===== src/rtl/fifo_pkg.sv =====
// Shared types and constants for the fifo family (fifo, fifo_reader, fifo_skid_buf).
package fifo_pkg;

    typedef enum logic {RUN, DRAIN} reader_state_e;

    localparam int unsigned SKID_DEPTH = 2;

endpackage


===== src/rtl/fifo_skid_buf.sv =====
// Two-entry skid buffer with occupancy tracking: write into the next free slot,
// shift head out on a downstream handshake, clear discards all entries.
module fifo_skid_buf
    import fifo_pkg::*;
#(
    parameter int unsigned DATA_WIDTH = 32,
    parameter type         DTYPE      = logic [DATA_WIDTH-1:0]
) (
    input  logic       clk_i,
    input  logic       rst_ni,
    input  logic       clear_i,
    input  logic       wr_i,
    input  DTYPE       wr_data_i,
    input  logic       shift_i,
    output logic [1:0] occ_o,
    output DTYPE       head_o
);

    DTYPE       buf_q [SKID_DEPTH];
    DTYPE       buf_d [SKID_DEPTH];
    logic [1:0] occ_q;
    logic [1:0] occ_d;
    logic [1:0] wr_idx;

    // Slot the incoming entry lands in: one lower when the head leaves this cycle
    assign wr_idx = occ_q - {1'b0, shift_i};

    // Next buffer contents and occupancy
    always_comb begin
        buf_d = buf_q;
        occ_d = occ_q;
        if (clear_i) begin
            occ_d = '0;
        end else begin
            if (shift_i) begin
                buf_d[0] = buf_q[1];
            end
            if (wr_i) begin
                buf_d[wr_idx[0]] = wr_data_i;
            end
            occ_d = occ_q + {1'b0, wr_i} - {1'b0, shift_i};
        end
    end

    // Buffer and occupancy registers
    always_ff @(posedge clk_i) begin
        if (!rst_ni) begin
            for (int unsigned i = 0; i < SKID_DEPTH; i++) begin
                buf_q[i] <= '0;
            end
            occ_q <= '0;
        end else begin
            buf_q <= buf_d;
            occ_q <= occ_d;
        end
    end

    assign occ_o  = occ_q;
    assign head_o = buf_q[0];

endmodule


===== src/rtl/fifo_reader.sv =====
// Consumer-side companion to fifo: pops the upstream FIFO into a 2-entry skid
// buffer, presents entries on a valid/ready stream, and drains on request.
// Optional statistics counters: FIFO_READER_STATS_EN.
module fifo_reader
    import fifo_pkg::*;
#(
    parameter int unsigned DATA_WIDTH = 32,
    parameter type         DTYPE      = logic [DATA_WIDTH-1:0],
    parameter int unsigned STAT_WIDTH = 32
) (
    input  logic                  clk_i,
    input  logic                  rst_ni,
    input  logic                  fifo_empty_i,
    input  DTYPE                  fifo_data_i,
    output logic                  fifo_pop_o,
    output logic                  valid_o,
    input  logic                  ready_i,
    output DTYPE                  data_o,
    input  logic                  drain_i,
    output logic                  drain_busy_o,
    output logic [STAT_WIDTH-1:0] pop_count_o,
    output logic [STAT_WIDTH-1:0] drop_count_o
);

    reader_state_e state_q;
    reader_state_e state_d;
    logic [1:0]    occ;
    logic          run;
    logic          handshake;
    logic          buf_wr;
    logic          buf_clear;

    assign run       = (state_q == RUN);
    assign valid_o   = run & (occ != 2'd0);
    assign handshake = valid_o & ready_i;
    assign buf_wr    = run & fifo_pop_o;
    // Clear has priority inside the buffer, so an entry popped on the drain
    // start cycle is discarded along with the buffered ones.
    assign buf_clear = run & drain_i;

    // State register
    always_ff @(posedge clk_i) begin
        if (!rst_ni) begin
            state_q <= RUN;
        end else begin
            state_q <= state_d;
        end
    end

    // Next-state logic: drain request enters DRAIN, empty FIFO returns to RUN
    always_comb begin
        state_d = state_q;
        case (state_q)
            RUN:     if (drain_i) state_d = DRAIN;
            DRAIN:   if (fifo_empty_i) state_d = RUN;
            default: state_d = RUN;
        endcase
    end

    // Output logic: pop never looks at ready_i; no pop while reset is held
    always_comb begin
        fifo_pop_o   = 1'b0;
        drain_busy_o = 1'b0;
        case (state_q)
            RUN: begin
                fifo_pop_o = rst_ni & ~fifo_empty_i & (occ < 2'(SKID_DEPTH));
            end
            DRAIN: begin
                fifo_pop_o   = rst_ni & ~fifo_empty_i;
                drain_busy_o = 1'b1;
            end
            default: begin
                fifo_pop_o   = 1'b0;
                drain_busy_o = 1'b0;
            end
        endcase
    end

    fifo_skid_buf #(
        .DATA_WIDTH (DATA_WIDTH),
        .DTYPE      (DTYPE)
    ) u_skid (
        .clk_i     (clk_i),
        .rst_ni    (rst_ni),
        .clear_i   (buf_clear),
        .wr_i      (buf_wr),
        .wr_data_i (fifo_data_i),
        .shift_i   (handshake),
        .occ_o     (occ),
        .head_o    (data_o)
    );

`ifdef FIFO_READER_STATS_EN
    logic [STAT_WIDTH-1:0] pop_cnt_q;
    logic [STAT_WIDTH-1:0] drop_cnt_q;
    logic [1:0]            drop_inc;
    logic [STAT_WIDTH:0]   pop_sum;
    logic [STAT_WIDTH:0]   drop_sum;

    // Entries discarded this cycle: buffer leftovers at drain start, or a drain pop
    always_comb begin
        drop_inc = '0;
        if (buf_clear) begin
            drop_inc = occ + {1'b0, fifo_pop_o} - {1'b0, handshake};
        end else if (!run) begin
            drop_inc = {1'b0, fifo_pop_o};
        end
    end

    assign pop_sum  = {1'b0, pop_cnt_q}  + (STAT_WIDTH+1)'(handshake);
    assign drop_sum = {1'b0, drop_cnt_q} + (STAT_WIDTH+1)'(drop_inc);

    // Saturating statistics counters
    always_ff @(posedge clk_i) begin
        if (!rst_ni) begin
            pop_cnt_q  <= '0;
            drop_cnt_q <= '0;
        end else begin
            pop_cnt_q  <= pop_sum[STAT_WIDTH]  ? '1 : pop_sum[STAT_WIDTH-1:0];
            drop_cnt_q <= drop_sum[STAT_WIDTH] ? '1 : drop_sum[STAT_WIDTH-1:0];
        end
    end

    assign pop_count_o  = pop_cnt_q;
    assign drop_count_o = drop_cnt_q;
`else
    assign pop_count_o  = '0;
    assign drop_count_o = '0;
`endif

endmodule


===== config.mk =====
export PLATFORM = sky130hd
export DESIGN_NAME = fifo_reader
export DESIGN_NICKNAME = d
export VERILOG_FILES = /design/src/rtl/fifo_pkg.sv /design/src/rtl/fifo_skid_buf.sv /design/src/rtl/fifo_reader.sv
export SDC_FILE = /design/constraint.sdc
export NUM_CORES = 1
export LEC_CHECK = 0
export ABC_CLOCK_PERIOD_IN_PS = 3100
export CORE_UTILIZATION = 40
export DETAILED_ROUTE_END_ITERATION = 16
export PLACE_DENSITY_LB_ADDON = 0.15
export SETUP_SLACK_MARGIN = 0.15
export SLEW_MARGIN = 20
export SYNTH_ARGS = -nofsm -noshare
export SYNTH_HDL_FRONTEND = slang
export SYNTH_HIERARCHICAL = 1
export SYNTH_SLANG_ARGS = --single-unit
export TNS_END_PERCENT = 50

===== constraint.sdc =====
create_clock -name clk_i -period 3.1 [get_ports clk_i]
set_clock_uncertainty 0.15 [all_clocks]
set_input_delay 0.465 -clock clk_i [delete_from_list [all_inputs] [get_ports clk_i]]
set_output_delay 0.465 -clock clk_i [all_outputs]
set_load 0.03 [all_outputs]

Word-level counts from Yosys, hierarchy flattened
Cells that the tools add are included.
Storage, ports and cells
  register bits: 67
  input bits: 37
  output and inout bits: 99
  logic and storage cells: 36
Operators by class
  add/subtract/negate cells: 3
  order comparisons: 3
  multiplexer cells: 11
  bitwise logic cells: 11
  reduce and logical (&&, ||, !) cells: 4
Operators by type and width (count)
  $mux W32: 3
  $bwmux W64: 1
  $mux W64: 1
  $demux W32 S1: 1
  $and A1 B1 Y1: 6
  $not A1 Y1: 4
  $pmux W1 S2: 2
  $mux W1: 3
  $add A2 B1 Y2: 1
  $ge A2 B2 Y1 const B: 1
  $lt A2 B1 Y1 const B: 1
  $lt A2 B2 Y1 const B: 1
  $not A1 Y2: 1
  $reduce_and A2 Y1: 1
  $reduce_bool A2 Y1: 1
  $reduce_or A2 Y1: 1
  $sub A2 B1 Y2: 1
  $logic_and A1 B1 Y1: 1
  $sub A1 B1 Y1: 1

Longest topological paths before layout
  depth after elaboration: 11
  gate-level depth with buffers: 8

Modules after synthesis
Netlist, hierarchy kept.
By module, submodules not included
  fifo_skid_buf: times used 1, cells each 366, area an instance 3742.3 µm²
  fifo_reader: times used 1, cells each 76, area an instance 563.0 µm²

Worst setup path before layout
No wires, ideal clock.
  path type: input -> register
  start point: input port fifo_empty_i
  end point: register (tool-made name)
  library setup time: 72 ps
  data arrival time: 1782 ps
  required time: 2878 ps
  path slack: 1096 ps
  cell stages on the path: 6
  path buffers: 2
  cell sequence: nand2b_1 -> nor3_1 -> nor3b_2 -> buf_4 -> buf_8 -> mux2i_1
RTL lines
  start, declared: RTL line fifo_reader.sv:13  | input logic fifo_empty_i,

Worst setup path in the final report
  start point: input port fifo_empty_i
  end point: output port fifo_pop_o
On the way
  longest elaborated chain between the ends: 4
RTL lines
  $not A1 Y1 (*): RTL line fifo_reader.sv:66, fifo_reader.sv:69
  $and A1 B1 Y1 (*): RTL line fifo_reader.sv:66, fifo_reader.sv:69
  $and A1 B1 Y1: RTL line fifo_reader.sv:66  | fifo_pop_o = rst_ni & ~fifo_empty_i & (occ < 2'(SKID_DEPTH));
  $pmux W1 S2 (*): RTL line fifo_reader.sv:64  | case (state_q)
  end, declared: RTL line fifo_reader.sv:15  | output logic fifo_pop_o,
Every way passes the cells marked *; elsewhere a longest branch is shown, timed or not.

==> results.cfg <==
[run_status]
status = finished, final reports clean

[synthesis]
ys_dominant_reg_cell = dfxtp_1
ys_types = 29
ys_ff_latch = 67
yosys-top-cells-count = buf_4, dfxtp_1, mux2i_1, nand2_1, nor2b_1
synth.largest_area_cell = dfxtp_1
yosysMostFrequentCell = buf_4
yosysWarnings = 6
syn_area_sq_mm = 0.004305
yosys-top-cells-area = dfxtp_1, buf_4, mux2i_1, a2111oi_2, nor4bb_1
synth-edff-count = 0
ys_seq_area_share_pct = 31.15
netlist_instances = 442
synth_top_area_share_pct = 31.15
avgSynthCellArea_sq_um = 9.741
async_reset_ff_share_pct = 0

[power_and_ir_drop]
pwr-share-comb_pct = 26.3
swShare_pct = 31.52
internal_power_mw = 1.735
powerDensity_mw_per_mm2 = 517.7
leakage_nw = 1.783
p_clk_share_pct = 35.9
ir_drop_uv = 249.8
switchingPower_uw = 798.5
seq_power_share_pct = 37.7

[placed_design]
dp_hpwl_mm = 5.650
dpl_cell_area_sq_mm = 0.004644
gp_congestion = 0.7010
dpl.cell_count = 595
io_buffers = 71

[floorplan]
die_h_microns = 105.7
core.rowCount = 37
core_sq_mm = 0.01037
die_area_sq_mm = 0.01118
start_util_pct = 41.52
fp.dieW_microns = 105.7
ios = 136

[timing]
setup_viol = 0
period_share_pct = 80.44
slew_violations = 0
fin_tns_setup_ns = 0
grt_setup_unrepaired = false
hold_viol = 0
whs_ns = 0.3112
min_period_ns = 2.494
maxSlewHeadroom_pct = 54.54
timing.fmax_mhz = 401.0
tightest_slew_ns = 0.6819

[critical_path]
worst-setup-path-type = input port to primary output
path_max_fanout = 2
cp-start-kind = input port
crit_arrival_ns = 1.88
worstPathRequired_ns = 2.48
crit_path_end_kind = primary output

[routing]
initialDrtViolationCount = 116
first_pass_iters = 4
drt_wl_total_mm = 9.074
wl_per_cell_microns = 14.85
via_count = 2948
drc = 0
drtAntennaViolNets = 0
routed_via_density = 4.825

[final_layout]
final_cell_count_no_fill = 611
diodes = 0
stdcell_area_sq_mm = 0.004893
drive_gt1_share_pct = 13.89
area_delta_synth_final_pct = 13.66
fin_nets = 509

[grt]
gr-total-overflow = 0
grt_pass1_wl_mm = 14.51
track_usage_pct = 16.41
antenna_found_initial = 0
grt_pass1_vias = 2804
grt_max_degree = 70

[clocking]
worstSkewPairLatency_ns = 0.33
ctsResizeCount = 0
cts_tree = yes
cts_buffers = 9
clock_path_buffers = 2
cts_sinks = 67
cts_setup_buffers = 0
cts_hold_buf = 0
cts_root_buf = clkbuf_8
clk_pin_slew_ns = 0.07
h-tree-depth = 3

[min_path]
min_path_type = register to register

[run]
drv_cap = 0
==> cell families (layout without fill, tap and decap cells) <==
family,Yosys count,after routing,share of synthesized area (%)
AO/OA/AOI/OAI,35,35,11.36
XOR/XNOR,1,1,0.5231
adder cells (fa/ha/maj),2,2,0.5811
buffers and inverters,134,104,21.82
flip-flops,67,67,31.15
multiplexers,64,64,14.88
other,1,64,0.08710
AND/OR/NAND/NOR,138,138,19.59
==> through the flow <==
| stage | setup WS [ns] | total power, mW | util, % |
|---|---|---|---|
| 2_1_floorplan | 1.096 | 1.550 | - |
| 3_3_place_gp | 0.4135 | 1.640 | 44.79 |
| 3_5_place_dp | 0.3619 | 1.647 | 44.79 |
| 4_1_cts | 0.6035 | 2.560 | 47.19 |
| 5_1_grt | 0.5296 | 2.649 | 47.19 |
| 6_report | 0.6065 | 2.533 | 47.19 |
==> worst max-delay path, cell delays in order <==
cell and delay, ns:
clkdlybuf4s50_1 0.41, nand2b_1 0.17, a21oi_1 0.14, clkdlybuf4s50_1 0.69
==> path summary, 6_finish.rpt <==
path | depth (start not counted) | to | start | slack [ns]
setup / recovery | 4 | fifo_pop_o | fifo_empty_i | 0.61
hold / removal | 2 | register | register | 0.31
hold reg to reg | 2 | register | register | 0.31
setup reg to reg | 6 | u_skid/head_o[22] | u_skid/occ_o[1] | 0.77
==> cells in the final DEF, fill, tap and decap left out <==
cell / instances
conb_1: 64
a21oi_4: 1
nand2_1: 64
nor2b_4: 1
a2111oi_0: 2
nor4bb_1: 26
bufinv_16: 3
nor3_2: 1
clkinvlp_4: 1
dfxtp_1: 67
inv_2: 1
nor2_1: 2
buf_2: 1
mux2i_1: 64
a21oi_1: 1
nor2b_1: 32
buf_12: 2
ha_1: 2
o21a_1: 1
clkdlybuf4s50_1: 70
nor3b_4: 1
nand2b_1: 1
buf_4: 11
inv_1: 3
and2b_1: 1
xnor3_1: 1
clkbuf_8: 10
clkinv_2: 1
and4bb_1: 6
nor3b_1: 1
inv_6: 1
nor3b_2: 1
nor3_1: 1
a2111oi_2: 30
==> power by group through the flow <==
stage | logic [mW] | registers [mW] | clock network (mW)
5_1_grt | 0.711 | 0.964 | 0.975
4_1_cts | 0.672 | 0.957 | 0.932
2_1_floorplan | 0.588 | 0.963 | 0
3_5_place_dp | 0.670 | 0.977 | 0
6_report | 0.667 | 0.956 | 0.909
3_3_place_gp | 0.664 | 0.976 | 0
==> per-layer routing <==
metal  vias up  GRT usage, %  part of all wire [%]
met4         0         5.357                   1.2
met5         -             0                     0
met1      1409         22.08                    49
met3         9         2.474                   3.8
li1       1436             -                     -
met2        94         26.80                    46
==> cell type report <==
cell class	instances	area, sq um
Clock buffer	10	137.6
Fill cell	983	5477
Sequential cell	67	1341
Timing Repair Buffer	84	828.3
Inverter	4	15.01
Clock inverter	6	111.4
Tap cell	136	170.2
Multi-Input combinational cell	304	2290
No activity file was read; power rests on OpenSTA's default activity.
